===== config.mk =====
export PLATFORM = sky130hd
export DESIGN_NAME = msx_reset_clkgen_flat
export DESIGN_NICKNAME = d
export VERILOG_FILES = /design/src/rtl/msx_reset_clkgen_if.sv /design/src/rtl/msx_reset_clkgen.sv /design/src/flat_wrapper.sv
export SDC_FILE = /design/constraint.sdc
export NUM_CORES = 1
export LEC_CHECK = 0
export BUFFER_PORTS_ARGS = -buffer_cell sky130_fd_sc_hd__buf_2
export CORE_ASPECT_RATIO = 1.2
export CORE_UTILIZATION = 62
export CTS_CLUSTER_DIAMETER = 30
export DETAILED_ROUTE_END_ITERATION = 8
export GPL_ROUTABILITY_DRIVEN = 0
export PLACE_DENSITY = 0.78
export RECOVER_POWER = 100
export SKIP_CTS_REPAIR_TIMING = 1
export SYNTH_ARGS = -nofsm -noshare
export SYNTH_HDL_FRONTEND = slang
export SYNTH_SLANG_ARGS = --single-unit
export TNS_END_PERCENT = 20

===== constraint.sdc =====
create_clock -name clk -period 4.09 [get_ports clk]
set_input_delay 0.2045 -clock clk [delete_from_list [all_inputs] [get_ports clk]]
set_output_delay 0.2045 -clock clk [all_outputs]
set_load 0.01 [all_outputs]

===== src/rtl/msx_reset_clkgen_if.sv =====
// Signal bundle between the PLL/slot side and the reset/clock-enable generator.
// The master drives lock and slot reset and observes the generated reset and enables.
interface msx_reset_clkgen_if;
  logic pll_lock;
  logic slot_n_reset;
  logic sys_n_reset;
  logic clk_en_3m58;
  logic clk_en_1m79;
  logic pll_ready;

  modport master (
    output pll_lock,
    output slot_n_reset,
    input  sys_n_reset,
    input  clk_en_3m58,
    input  clk_en_1m79,
    input  pll_ready
  );

  modport slave (
    input  pll_lock,
    input  slot_n_reset,
    output sys_n_reset,
    output clk_en_3m58,
    output clk_en_1m79,
    output pll_ready
  );
endinterface


===== src/rtl/msx_reset_clkgen.sv =====
// Reset sequencer and clock-enable generator that sits behind the PLL.
// The core is held in reset until PLL lock has been stable for a qualification
// window and the cartridge-slot /RESET is filtered inactive. Once released, the
// 3.58 MHz and 1.79 MHz enable pulses are derived from the 42.95 MHz clock.
module msx_reset_clkgen #(
  parameter int LOCK_STABLE_CYCLES = 4096,
  parameter int DIV_3M58           = 12,
  parameter int BUS_RST_FILTER     = 16
) (
  input  logic              clk,
  input  logic              n_reset,
  msx_reset_clkgen_if.slave bus
);

  localparam int STABLE_W = $clog2(LOCK_STABLE_CYCLES);
  localparam int DIV_W    = $clog2(DIV_3M58);
  localparam int FILT_W   = $clog2(BUS_RST_FILTER + 1);

  localparam logic [STABLE_W-1:0] STABLE_LAST = STABLE_W'(LOCK_STABLE_CYCLES - 1);
  localparam logic [DIV_W-1:0]    DIV_LAST    = DIV_W'(DIV_3M58 - 1);
  localparam logic [FILT_W-1:0]   FILT_LAST   = FILT_W'(BUS_RST_FILTER - 1);

  localparam logic [1:0] ST_WAIT_LOCK = 2'd0;
  localparam logic [1:0] ST_STABLE    = 2'd1;
  localparam logic [1:0] ST_RUN       = 2'd2;

  logic                lock_meta_q, lock_s_q;
  logic                slot_meta_q, slot_s_q;
  logic [1:0]          state_q, state_d;
  logic [STABLE_W-1:0] stable_cnt_q, stable_cnt_d;
  logic                slot_filt_q, slot_filt_d;
  logic [FILT_W-1:0]   filt_cnt_q, filt_cnt_d;
  logic                sys_n_reset_q, sys_n_reset_d;
  logic [DIV_W-1:0]    div_cnt_q, div_cnt_d;
  logic                phase_q, phase_d;
  logic                clk_en_3m58_q, clk_en_3m58_d;
  logic                clk_en_1m79_q, clk_en_1m79_d;
  logic                release_hold;

  // Lock qualification FSM: wait for lock, count a stable window, then run.
  always_comb begin
    state_d      = state_q;
    stable_cnt_d = stable_cnt_q;
    case (state_q)
      ST_WAIT_LOCK: begin
        stable_cnt_d = '0;
        if (lock_s_q) state_d = ST_STABLE;
      end
      ST_STABLE: begin
        if (!lock_s_q) begin
          state_d      = ST_WAIT_LOCK;
          stable_cnt_d = '0;
        end else if (stable_cnt_q == STABLE_LAST) begin
          state_d      = ST_RUN;
          stable_cnt_d = '0;
        end else begin
          stable_cnt_d = stable_cnt_q + STABLE_W'(1);
        end
      end
      ST_RUN: begin
        stable_cnt_d = '0;
        if (!lock_s_q) state_d = ST_WAIT_LOCK;
      end
      default: begin
        state_d      = ST_WAIT_LOCK;
        stable_cnt_d = '0;
      end
    endcase
  end

  // Slot reset filter: flip the filtered level only after a run of differing samples.
  always_comb begin
    slot_filt_d = slot_filt_q;
    filt_cnt_d  = '0;
    if (slot_s_q != slot_filt_q) begin
      if (filt_cnt_q == FILT_LAST) begin
        slot_filt_d = slot_s_q;
      end else begin
        filt_cnt_d = filt_cnt_q + FILT_W'(1);
      end
    end
  end

  // Core reset release and enable divider; the divider and phase stay cleared
  // whenever reset is held or about to be reasserted, so no partial pulse leaks out.
  always_comb begin
    sys_n_reset_d = (state_q == ST_RUN) && slot_filt_q;
    release_hold  = !sys_n_reset_q || !sys_n_reset_d;
    clk_en_3m58_d = !release_hold && (div_cnt_q == DIV_LAST);
    clk_en_1m79_d = clk_en_3m58_d && phase_q;
    if (release_hold) begin
      div_cnt_d = '0;
      phase_d   = 1'b0;
    end else begin
      div_cnt_d = (div_cnt_q == DIV_LAST) ? '0 : div_cnt_q + DIV_W'(1);
      phase_d   = clk_en_3m58_d ? !phase_q : phase_q;
    end
  end

  // State registers, including the two-stage synchronizers for lock and slot reset.
  always_ff @(posedge clk or negedge n_reset) begin
    if (!n_reset) begin
      lock_meta_q   <= 1'b0;
      lock_s_q      <= 1'b0;
      slot_meta_q   <= 1'b0;
      slot_s_q      <= 1'b0;
      state_q       <= ST_WAIT_LOCK;
      stable_cnt_q  <= '0;
      slot_filt_q   <= 1'b0;
      filt_cnt_q    <= '0;
      sys_n_reset_q <= 1'b0;
      div_cnt_q     <= '0;
      phase_q       <= 1'b0;
      clk_en_3m58_q <= 1'b0;
      clk_en_1m79_q <= 1'b0;
    end else begin
      lock_meta_q   <= bus.pll_lock;
      lock_s_q      <= lock_meta_q;
      slot_meta_q   <= bus.slot_n_reset;
      slot_s_q      <= slot_meta_q;
      state_q       <= state_d;
      stable_cnt_q  <= stable_cnt_d;
      slot_filt_q   <= slot_filt_d;
      filt_cnt_q    <= filt_cnt_d;
      sys_n_reset_q <= sys_n_reset_d;
      div_cnt_q     <= div_cnt_d;
      phase_q       <= phase_d;
      clk_en_3m58_q <= clk_en_3m58_d;
      clk_en_1m79_q <= clk_en_1m79_d;
    end
  end

  assign bus.sys_n_reset = sys_n_reset_q;
  assign bus.clk_en_3m58 = clk_en_3m58_q;
  assign bus.clk_en_1m79 = clk_en_1m79_q;
  assign bus.pll_ready   = (state_q == ST_RUN);

endmodule

===== src/flat_wrapper.sv =====
// flat-port wrapper written by rule: the top's interface ports become plain ports
module msx_reset_clkgen_flat 
#(
  parameter int LOCK_STABLE_CYCLES = 4096,
  parameter int DIV_3M58           = 12,
  parameter int BUS_RST_FILTER     = 16
)
  (clk, n_reset, bus_pll_lock, bus_slot_n_reset, bus_sys_n_reset, bus_clk_en_3m58, bus_clk_en_1m79, bus_pll_ready);
  msx_reset_clkgen_if bus_i ();
  input  logic clk;
  input  logic n_reset;
  input wire logic [$bits(bus_i.pll_lock)-1:0] bus_pll_lock;
  input wire logic [$bits(bus_i.slot_n_reset)-1:0] bus_slot_n_reset;
  output wire logic [$bits(bus_i.sys_n_reset)-1:0] bus_sys_n_reset;
  output wire logic [$bits(bus_i.clk_en_3m58)-1:0] bus_clk_en_3m58;
  output wire logic [$bits(bus_i.clk_en_1m79)-1:0] bus_clk_en_1m79;
  output wire logic [$bits(bus_i.pll_ready)-1:0] bus_pll_ready;
  assign bus_i.pll_lock = bus_pll_lock;
  assign bus_i.slot_n_reset = bus_slot_n_reset;
  assign bus_sys_n_reset = bus_i.sys_n_reset;
  assign bus_clk_en_3m58 = bus_i.clk_en_3m58;
  assign bus_clk_en_1m79 = bus_i.clk_en_1m79;
  assign bus_pll_ready = bus_i.pll_ready;
  msx_reset_clkgen #(.LOCK_STABLE_CYCLES(LOCK_STABLE_CYCLES), .DIV_3M58(DIV_3M58), .BUS_RST_FILTER(BUS_RST_FILTER)) u_core (.clk(clk), .n_reset(n_reset), .bus(bus_i));
endmodule

# Word level (Yosys, flattened, before mapping)

Index checks and enable logic that the tools add are counted.

Register bits: 32
Output and inout bits: 4
Word-level logic and storage cells: 51

Add/subtract/negate cells: 3
Equality and inequality tests: 9
Multiplexer cells: 14
Reductions and logical operators: 12

Operators with widths:

| kind                                                                     | number |
|---|---|
| 12-bit 2-to-1 mux                                                        | 3 |
| 12-bit by 1-bit adder with 12-bit output (second input constant)         | 1 |
| 12-bit equality test (second input constant)                             | 1 |
| 5-bit 2-to-1 mux                                                         | 2 |
| 2-bit 2-to-1 mux                                                         | 4 |
| 4-bit 2-to-1 mux                                                         | 2 |
| 2-bit case mux with 3 select lines                                       | 1 |
| 5-bit by 1-bit adder with 5-bit output (second input constant)           | 1 |
| 5-bit by 4-bit equality test with 1-bit output (second input constant)   | 1 |
| 4-bit by 1-bit adder with 4-bit output (second input constant)           | 1 |
| 4-bit equality test (second input constant)                              | 1 |
| 1-bit logical NOT                                                        | 4 |
| 1-bit logical AND                                                        | 3 |
| 3-bit inequality test (second input constant)                            | 1 |
| 3-bit AND reduction                                                      | 1 |
| 2-bit by 1-bit equality test with 1-bit output (second input constant)   | 1 |
| 2-bit equality test (second input constant)                              | 1 |
| 2-bit logical NOT                                                        | 1 |
| 1-bit 2-to-1 mux                                                         | 2 |
| 2-bit by 1-bit inequality test with 1-bit output (second input constant) | 1 |
| 2-bit inequality test (second input constant)                            | 1 |
| 2-bit AND reduction                                                      | 1 |
| 2-bit nonzero test                                                       | 1 |
| 1-bit logical OR                                                         | 1 |
| 1-bit inequality test                                                    | 1 |

# Depth between registers and ports, before layout

Gate-level depths: netlist of the first run.

Depth after elaboration: 8
Depth in mapped cells: 5
Gate-level depth less buffers: 5

# Worst setup path after synthesis of the first run

OpenSTA, ideal clock, no wires.

Path type: flip-flop to flip-flop
From: register u_core.stable_cnt_q[0]
To: register u_core.stable_cnt_q[6]
Setup time: 0.119 ns
Arrival time: 1.304 ns
Required time: 3.971 ns
Slack: 2.667 ns
Cell stages (with the launch flop): 6
Cells stage by stage: dfrtp_1 -> ha_1 -> nand3_4 -> nor4_4 -> or2b_4 -> nor2_1

Longest elaborated chain between the ends: 4
Elaborated cells on any way between the ends: 5

RTL lines:

| item                                                                             | line                                           | source |
|---|---|---|
| start, declared                                                                  | msx_reset_clkgen.sv:30                         | `logic [STABLE_W-1:0] stable_cnt_q, stable_cnt_d;` |
| start signal, assigned                                                           | msx_reset_clkgen.sv:122                        | `stable_cnt_q <= stable_cnt_d;` |
| 12-bit by 1-bit adder with 12-bit output or 12-bit equality test (tied branches) | msx_reset_clkgen.sv:57, msx_reset_clkgen.sv:53 |  |
| 12-bit 2-to-1 mux (*)                                                            | msx_reset_clkgen.sv:53                         | `end else if (stable_cnt_q == STABLE_LAST) begin` |
| 12-bit 2-to-1 mux (*)                                                            | msx_reset_clkgen.sv:50                         | `if (!lock_s_q) begin` |
| 12-bit 2-to-1 mux (*)                                                            | msx_reset_clkgen.sv:44                         | `case (state_q)` |
| net u_core.stable_cnt_d[6]                                                       | msx_reset_clkgen.sv:30                         |  |

Mark *: on every way through the listed nets, which the timed path passes. The rest lies on a longest branch.
A chain may end at the register's enable or synchronous reset.

# Worst setup path after layout of the first run

From: register u_core.stable_cnt_q[0]
To: register u_core.stable_cnt_q[3]

The elaborated chain is that of the path after synthesis.

==> impl_metrics.env, run 1 <==
export IMPL_root_buffer="clkbuf_4"
export IMPL_avgViaCountPerCell=5.22
export IMPL_crit_path_end_kind="register"
export IMPL_power_mw=0.520
export IMPL_ios=8
export IMPL_cpPeakStageDelay_ns=0.66
export IMPL_die_h_um=53.2
export IMPL_dieArea_um2=2370
export IMPL_syn_instance_count=115
export IMPL_ys_ff_latch=32
export IMPL_netlist_cell_type_count=30
export IMPL_cts_buffers=5
export IMPL_cts_buffer_depth=2
export IMPL_insertion_delay_ns=0.31
export IMPL_htree_levels=2
export IMPL_hold_viol=0
export IMPL_syn_to_final_growth_pct=9.16
export IMPL_drive_gt1_share_pct=9.77
export IMPL_crit_path_start_kind="register"
export IMPL_tns_ns=0
export IMPL_crit_path_top_delay_cell="nor4_1"
export IMPL_tightest_slew_ns=1.62
export IMPL_initial_core_util_pct=66.0
export IMPL_grt_total_usage_pct=20.2
export IMPL_seq_power_share_pct=62.7
export IMPL_antenna_found_initial=0
export IMPL_drt_initial_drc_count=9
export IMPL_drv_slew=33
export IMPL_r2r_start="u_core.stable_cnt_q[0]$_DFF_PN0_"
export IMPL_detailed_place_hpwl_um=1400
export IMPL_placed_area_um2=1430
export IMPL_nNetsFinal=139
export IMPL_grt_pass1_vias=811
export IMPL_hold_path_class="register to register"
export IMPL_drtAntennaViolNets=0
export IMPL_outcome="complete, but fails checks"
export IMPL_drc=0
export IMPL_synth_edf_count=0
export IMPL_final_area_um2=1480
export IMPL_critPathKind="register to register"
export IMPL_core_um2=2050
export IMPL_power_leakage_nw=0.681
export IMPL_whs_ns=0.362
export IMPL_clkPwrFrac_pct=33.8
export IMPL_ir_drop_mv=0.260
export IMPL_numPortBuffers=7
export IMPL_ys_warn_count=0
export IMPL_rows=18
export IMPL_synth_top_cell_by_area="dfrtp_1"
export IMPL_yosysMostFrequentCell="dfrtp_1"
export IMPL_synthesis_nets=122
export IMPL_fin_crit_ns=2.03
export IMPL_cts_clk_slew_worst_paths_ns=0.09
export IMPL_grt_pass1_wl_um=3250
export IMPL_fin_skew_ns=0.00837
export IMPL_first_pass_iters=4
export IMPL_netSwitchingPower_mw=0.107
export IMPL_synthTopCellsByCount="32 x dfrtp_1, 20 x nor2_1, 8 x xor2_1"
export IMPL_cp_data_arrival_time_ns=2.23
export IMPL_crit_path_start="u_core.stable_cnt_q[0]$_DFF_PN0_"
export IMPL_dp_cells=152
export IMPL_period_share_pct=49.6
export IMPL_synth_area_per_cell_um2=11.8
export IMPL_timing_critical_path_cells="ha_1 -> nand3_1 -> nor4_1 -> or2b_1 -> nor2_1"
export IMPL_drv_cap=1
export IMPL_ys_top_cells_by_area="dfrtp_1 59%, nor2_1 5.6%, xor2_1 5.2%"
export IMPL_mappedNetlistArea_um2=1350
export IMPL_finalSetupViolCount=0
export IMPL_grt_setup_unrepaired="no"
export IMPL_tritoncts="done"
export IMPL_cp_max_fo=7
export IMPL_seq_area_frac_synth_pct=59.2
export IMPL_slew_headroom_pct=-7.71
export IMPL_async_flop_share_pct=100
export IMPL_vias=851
export IMPL_finalWirelength_um=1950
export IMPL_crit_family="simple AND/OR/NAND/NOR gates"
export IMPL_crit_buf_inv=0
export IMPL_stdcell_count=163
export IMPL_dieWidth_um=44.6
export IMPL_grt_overflow=0
export IMPL_cp_required_ns=4.29
export IMPL_combPwrFrac_pct=3.5
export IMPL_grt_start_max_net_pins=33
export IMPL_diodes=0
export IMPL_violations="max-capacitance violations, max-slew violations"
export IMPL_synth_top_area_share_pct=59.2
export IMPL_p_int_mw=0.413
export IMPL_fmax_mhz=493
export IMPL_cts_sinks=32
export IMPL_post_drt_wl_per_cell_um=12.0
export IMPL_fin_util_pct=72.0
export IMPL_min_delay_start="u_core.slot_meta_q$_DFF_PN0_"
export IMPL_switching_share_pct=20.6
export IMPL_powerDensity_nw_per_um2=352
export IMPL_synth_flop_cell="dfrtp_1"
export IMPL_worst_slack_ns=2.06
export IMPL_pre_cts_ws_ns=2.53
[placed cells by master (no fill, tap or decap), types with 4 or more instances in the layout]
| cell type | synthesis | routed |
|---|---|---|
| a21oi_1 | 5 | 5 |
| and2_0 | 0 | 4 |
| clkbuf_1 | 0 | 7 |
| clkbuf_4 | 0 | 5 |
| dfrtp_1 | 32 | 32 |
| inv_1 | 4 | 4 |
| nand2_1 | 4 | 4 |
| nand3_1 | 5 | 6 |
| nor2_1 | 20 | 20 |
| xor2_1 | 8 | 8 |
[per-layer routing]
layer  global-route usage [%]  routed length (µm)
met1                     21.9                 845
met2                     33.1                 991
met3                     7.17                  49
met4                     12.6                  65
met5                        0                   0
[flip-flops by register name (all words and copies together) (netlist names)]
name / cells
u_core.filt_cnt_q: 5
u_core.lock_meta_q: 1
u_core.slot_s_q: 1
u_core.stable_cnt_q: 12
u_core.bus.clk_en_1m79: 1
u_core.bus.sys_n_reset: 1
u_core.lock_s_q: 1
u_core.div_cnt_q: 4
u_core.slot_filt_q: 1
u_core.slot_meta_q: 1
u_core.phase_q: 1
u_core.state_q: 2
u_core.bus.clk_en_3m58: 1
[cells by family after synthesis]
| family | Yosys count | share of synthesized area [%] |
|---|---|---|
| AOI/OAI and AO/OA | 9 | 3.98 |
| buffers and inverters | 4 | 1.11 |
| and+or+nand+nor | 54 | 24.2 |
| adders and majority gates | 3 | 2.78 |
| DFF | 32 | 59.2 |
| muxes | 2 | 1.57 |
| xor gates and xnor gates | 11 | 7.12 |
[power groups by stage]
stage	sequential, mW	combinational [mW]	clock (mW)
global placement	0.332	0.0166	0
floorplan	0.331	0.00797	0
global route	0.327	0.0218	0.199
finish	0.326	0.0184	0.176
detailed placement	0.332	0.0176	0
CTS	0.326	0.0177	0.183
[cell type report]
class / count / area, µm²
Inverter: 4 / 15.0
Multi-Input combinational cell: 79 / 505
Sequential cell: 32 / 801
Clock buffer: 8 / 58.8
Fill cell: 150 / 573
Tap cell: 30 / 37.5
Timing Repair Buffer: 10 / 58.8
[worst paths after layout]
path | end | slack, ns | cells after the start
max | u_core.stable_cnt_q[3]$_DFF_PN0_ | 2.06 | 5
min | u_core.slot_s_q$_DFF_PN0_ | 0.36 | 0
max reg2reg | u_core.stable_cnt_q[3]$_DFF_PN0_ | 2.06 | 5
min reg2reg | u_core.slot_s_q$_DFF_PN0_ | 0.36 | 0
max in group asynchronous | u_core.stable_cnt_q[10]$_DFF_PN0_ | 2.32 | 2
min in group asynchronous | u_core.filt_cnt_q[3]$_DFF_PN0_ | 0.83 | 2
Power figures use the tool's default switching activity.
==> run 2, diff against run 1 <==
Settings changed: CORE_UTILIZATION 62 to 52, PLACE_DENSITY 0.78 to 0.69.
Clock period 4.09 ns to 1.7 ns, I/O delays scaled along.
==> run 2 against run 1 <==
Against the previous run:
- the flow now finishes without violations
- flip-flop and latch count unchanged
- fmax up 35%
- worst hold slack worse by 0.014 ns
- wire length up 8.1%
- setup slack worse by 1.9 ns
- critical path type unchanged
- critical endpoint is now u_core.state_q[1]$_DFFE_PN0P_
- largest power group unchanged
==> impl_metrics.env, run 2 (synthesis gave the netlist of run 1 again) <==
export IMPL_outcome="finished clean"
export IMPL_drc=0
export IMPL_fill_cells=201
export IMPL_tritoncts="done"
export IMPL_fin_skew_ns=0.00501
export IMPL_diodes=0
export IMPL_antenna_found_initial=0
export IMPL_cts_sinks=32
export IMPL_period_share_pct=88.5
export IMPL_cts_buffers=5
export IMPL_cp_max_fo=7
export IMPL_met2_length_um=1040
export IMPL_r2r_slack_ns=0.19
export IMPL_grt_pass1_wl_um=3750
export IMPL_crit_path_end_kind="register"
export IMPL_tns_ns=0
export IMPL_grt_overflow=0
export IMPL_finalWirelength_um=2110
export IMPL_grt_total_usage_pct=18.8
export IMPL_ir_drop_mv=0.631
export IMPL_critPathKind="register to register"
export IMPL_cp_data_arrival_time_ns=1.77
export IMPL_met1Wirelength_um=948
export IMPL_r2r_cells=5
export IMPL_cp_required_ns=1.97
export IMPL_drv_cap=0
export IMPL_initial_core_util_pct=56.9
export IMPL_crit_path_start_kind="register"
export IMPL_largest_register="u_core.stable_cnt_q"
export IMPL_die_h_um=57.9
export IMPL_numPortBuffers=7
export IMPL_slew_headroom_pct=49.4
export IMPL_cts_buffer_depth=2
export IMPL_vias=852
export IMPL_powerDensity_nw_per_um2=837
export IMPL_ios=8
export IMPL_top_regs="u_core.stable_cnt_q: 12 flops, u_core.filt_cnt_q: 5 flops, u_core.div_cnt_q: 4 flops"
export IMPL_whs_ns=0.348
export IMPL_largest_reg_flops=12
export IMPL_r2r_start="u_core.stable_cnt_q[0]$_DFF_PN0_"
export IMPL_final_common_cell="dfrtp_1"
export IMPL_cpPeakStageDelay_ns=0.41
export IMPL_wl_met3_um=84
export IMPL_dieWidth_um=48.6
export IMPL_final_cell_mix="32 x dfrtp_1, 20 x nor2_1, 8 x xor2_1"
export IMPL_hold_path_class="input port to asynchronous set/reset pin"
export IMPL_detailed_place_hpwl_um=1520
export IMPL_drt_initial_drc_count=12
export IMPL_cts_clk_slew_worst_paths_ns=0.09
export IMPL_grt_start_max_net_pins=33
export IMPL_nNetsFinal=140
export IMPL_fmax_mhz=664
export IMPL_grt_pass1_vias=840
export IMPL_power_leakage_nw=0.704
export IMPL_avgViaCountPerCell=5.16
export IMPL_seq_area_um2=801
export IMPL_first_pass_iters=4
export IMPL_fin_util_pct=63.7
export IMPL_hold_viol=0
export IMPL_root_buffer="clkbuf_4"
export IMPL_drive_gt1_share_pct=12.7
export IMPL_dieArea_um2=2810
export IMPL_post_drt_wl_per_cell_um=12.8
export IMPL_rows=19
export IMPL_insertion_delay_ns=0.33
export IMPL_crit_family="simple AND/OR/NAND/NOR gates"
export IMPL_crit_buf_inv=1
export IMPL_tightest_slew_ns=0.759
export IMPL_htree_levels=2
export IMPL_finalSetupViolCount=0
export IMPL_crit_path_top_delay_cell="dfrtp_1"
export IMPL_drtAntennaViolNets=0
export IMPL_grt_setup_unrepaired="no"
export IMPL_top_layer_used="met4"
export IMPL_core_um2=2380
export IMPL_drv_slew=0
export IMPL_syn_to_final_growth_pct=11.9
export IMPL_fin_crit_ns=1.51
export IMPL_timing_critical_path_cells="ha_1 -> nand3_4 -> nor4_4 -> clkbuf_1 -> a22o_1"
export IMPL_worstReg2RegEnd="u_core.state_q[1]$_DFFE_PN0P_"
export IMPL_multiInputGateArea_um2=537
run 2: cell count changes in the layout (fill, tap and decap cells not counted), sizes merged:
cell	delta
clkbuf	+1
run 2: per-layer routing:
| layer | vias to the layer above | track usage (%) |
|---|---|---|
| met5 | - | 0 |
| met4 | 0 | 10.1 |
| met3 | 6 | 7.87 |
| met2 | 10 | 31.0 |
| met1 | 412 | 20.9 |
| li1 | 424 | - |
run 2: stage by stage:
step	instances	total power [mW]	setup WS [ns]	instance area, µm²
CTS	162	1.28	0.230	1490
detailed placement	154	0.842	0.238	1430
finish	165	1.27	0.195	1510
global route	165	1.33	0.104	1510
global placement	154	0.839	0.315	1430
floorplan	115	0.817	0.277	1350
run 2: worst max-delay path by stage:
| stage | to | slack [ns] | cells after the start | startpoint |
|---|---|---|---|---|
| final | u_core.state_q[1]$_DFFE_PN0P_ | 0.19 | 5 | u_core.stable_cnt_q[0]$_DFF_PN0_ |
| after global routing | u_core.state_q[1]$_DFFE_PN0P_ | 0.10 | 5 | u_core.stable_cnt_q[1]$_DFF_PN0_ |
| after CTS | u_core.stable_cnt_q[4]$_DFF_PN0_ | 0.23 | 5 | u_core.stable_cnt_q[0]$_DFF_PN0_ |
| after detailed placement | u_core.stable_cnt_q[4]$_DFF_PN0_ | 0.24 | 5 | u_core.stable_cnt_q[0]$_DFF_PN0_ |
| after global placement | u_core.stable_cnt_q[3]$_DFF_PN0_ | 0.32 | 5 | u_core.stable_cnt_q[0]$_DFF_PN0_ |
| after floorplan | u_core.stable_cnt_q[6]$_DFF_PN0_ | 0.28 | 5 | u_core.stable_cnt_q[0]$_DFF_PN0_ |
run 2: layout make-up:
cell class	instances	area share, %
clock buffers	8	3.88
well taps	31	2.56
inverters	4	0.992
multi-input cells	79	35.5
repair buffers	11	4.21
flip-flops and latches	32	52.9
run 2: power breakdown:
group	total [mW]	internal (mW)	leakage [nW]	switching, mW
clock	0.437	0.204	0.0326	0.233
sequential	0.785	0.774	0.432	0.0103
combinational	0.0455	0.0172	0.240	0.0283
==> run 3, diff against run 2 <==
Settings changed: PLACE_DENSITY 0.69 to 0.71, SETUP_SLACK_MARGIN set to 0.2.
==> run 3 against run 2 <==
Against the previous run:
- design area increased by 1.8%
- clock power about the same
- flip-flop and latch count unchanged
- largest cell class unchanged
- combinational power increased by 0.9%
- clock skew increased by 0.0043 ns
- critical path type unchanged
- largest power group unchanged
- global-route usage decreased by 2.0 points
- wire length decreased by 0.24%
==> impl_metrics.env, run 3 (synthesis gave the netlist of run 1 again) <==
export IMPL_vias=842
export IMPL_worstReg2RegEnd="u_core.stable_cnt_q[6]$_DFF_PN0_"
export IMPL_cts_buffer_depth=2
export IMPL_detailed_place_hpwl_um=1370
export IMPL_final_cell_mix="32 x dfrtp_1, 19 x nor2_1, 8 x xor2_1"
export IMPL_r2r_start="u_core.stable_cnt_q[0]$_DFF_PN0_"
export IMPL_cts_sinks=32
export IMPL_insertion_delay_ns=0.32
export IMPL_power_mw=1.26
export IMPL_tightest_slew_ns=0.769
export IMPL_power_leakage_nw=0.726
export IMPL_avgViaCountPerCell=5.01
export IMPL_slew_headroom_pct=48.7
export IMPL_switching_share_pct=21.8
export IMPL_fin_crit_ns=1.51
export IMPL_finalSetupViolCount=0
export IMPL_fmax_mhz=663
export IMPL_crit_path_end_kind="register"
export IMPL_p_int_mw=0.988
export IMPL_dieWidth_um=48.6
export IMPL_cp_max_fo=7
export IMPL_period_share_pct=88.7
export IMPL_clkPwrFrac_pct=34.3
export IMPL_first_pass_iters=4
export IMPL_fin_skew_ns=0.00932
export IMPL_drive_gt1_share_pct=16.8
export IMPL_ir_drop_mv=0.678
export IMPL_ios=8
export IMPL_r2r_slack_ns=0.19
export IMPL_grt_overflow=0
export IMPL_dp_cells=153
export IMPL_final_area_um2=1540
export IMPL_core_um2=2380
export IMPL_tns_ns=0
export IMPL_cts_clk_slew_worst_paths_ns=0.10
export IMPL_final_common_cell="dfrtp_1"
export IMPL_critPathKind="register to register"
export IMPL_root_buffer="clkbuf_4"
export IMPL_hold_viol=0
export IMPL_powerDensity_nw_per_um2=820
export IMPL_grt_pass1_vias=840
export IMPL_pre_cts_ws_ns=0.153
export IMPL_worst_slack_ns=0.191
export IMPL_drt_initial_drc_count=5
export IMPL_diodes=0
export IMPL_drc=0
export IMPL_drv_cap=0
export IMPL_crit_path_start_kind="register"
export IMPL_top_regs="u_core.stable_cnt_q: 12 flops, u_core.filt_cnt_q: 5 flops, u_core.div_cnt_q: 4 flops"
export IMPL_largest_reg_flops=12
export IMPL_stdcell_count=168
export IMPL_nNetsFinal=143
export IMPL_drv_slew=0
export IMPL_grt_total_usage_pct=16.8
export IMPL_cts_buffers=5
export IMPL_finalWirelength_um=2110
export IMPL_outcome="finished clean"
export IMPL_die_h_um=57.9
export IMPL_r2r_cells=5
export IMPL_cp_data_arrival_time_ns=1.72
export IMPL_dieArea_um2=2810
export IMPL_netSwitchingPower_mw=0.276
export IMPL_initial_core_util_pct=56.9
export IMPL_largest_register="u_core.stable_cnt_q"
export IMPL_numPortBuffers=7
export IMPL_grt_start_max_net_pins=33
export IMPL_cp_required_ns=1.91
export IMPL_tritoncts="done"
export IMPL_htree_levels=2
export IMPL_drtAntennaViolNets=0
export IMPL_placed_area_um2=1430
export IMPL_hold_path_class="input port to asynchronous set/reset pin"
export IMPL_grt_pass1_wl_um=3420
export IMPL_grt_setup_unrepaired="yes"
export IMPL_combPwrFrac_pct=3.6
export IMPL_post_drt_wl_per_cell_um=12.5
export IMPL_seq_power_share_pct=62.1
export IMPL_antenna_found_initial=0
export IMPL_syn_to_final_growth_pct=14.0
export IMPL_rows=19
export IMPL_fill_cells=204
[run 3: cell count changes in the layout (fill, tap and decap cells not counted), sizes merged]
| cell | previous run | this run |
|---|---|---|
| clkinv | 0 | 2 |
| buf | 2 | 4 |
| clkbuf | 14 | 13 |
[run 3: worst max path at each step]
stage / startpoint / slack (ns) / end / cells past startpoint
2_1_floorplan: u_core.stable_cnt_q[0]$_DFF_PN0_ / 0.28 / u_core.stable_cnt_q[6]$_DFF_PN0_ / 5
3_3_place_gp: u_core.stable_cnt_q[0]$_DFF_PN0_ / 0.20 / u_core.stable_cnt_q[5]$_DFF_PN0_ / 5
3_5_place_dp: u_core.stable_cnt_q[0]$_DFF_PN0_ / 0.15 / u_core.stable_cnt_q[3]$_DFF_PN0_ / 5
4_1_cts: u_core.stable_cnt_q[0]$_DFF_PN0_ / 0.13 / u_core.stable_cnt_q[3]$_DFF_PN0_ / 5
5_1_grt: u_core.stable_cnt_q[0]$_DFF_PN0_ / 0.09 / u_core.stable_cnt_q[7]$_DFF_PN0_ / 5
6_report: u_core.stable_cnt_q[0]$_DFF_PN0_ / 0.19 / u_core.stable_cnt_q[6]$_DFF_PN0_ / 5
[run 3: routing by layer]
layer / track usage (%) / share of wire [%]
met1: 19.5 / 45
met2: 28.0 / 51
met3: 4.72 / 2.0
met4: 10.1 / 1.9
met5: 0 / 0
[run 3: area by class of cell]
cell class / count / area (µm²) / share of cell area, %
timing repair buffer: 14 / 86.3 / 5.60
sequential: 32 / 801 / 51.9
multi-input combinational: 79 / 539 / 35.0
clock inverter: 2 / 10.0 / 0.649
clock buffer: 6 / 51.3 / 3.33
inverter: 4 / 15.0 / 0.974
tap: 31 / 38.8 / 2.52
[run 3: worst max-delay path, stage by stage, from the launching register on]
cell     delay [ns]
dfrtp_1        0.42
ha_1           0.25
nand3_4        0.12
nor4_4         0.33
or2b_4         0.22
nor2_1         0.06
[run 3: per-stage QoR]
stage,util [%],hold WS [ns]
floorplan,-,-0.211
finish,64.8,0.358
global placement,60.0,0.160
global route,64.8,0.364
CTS,62.6,-0.203
detailed placement,60.0,0.168
[run 3: power by group through the flow]
stage               Sequential [mW]  Clock (mW)  Combinational [mW]
global route                  0.786       0.490              0.0540
detailed placement            0.800           0              0.0415
CTS                           0.785       0.460              0.0418
global placement              0.799           0              0.0403
floorplan                     0.798           0              0.0192
finish                        0.785       0.434              0.0459
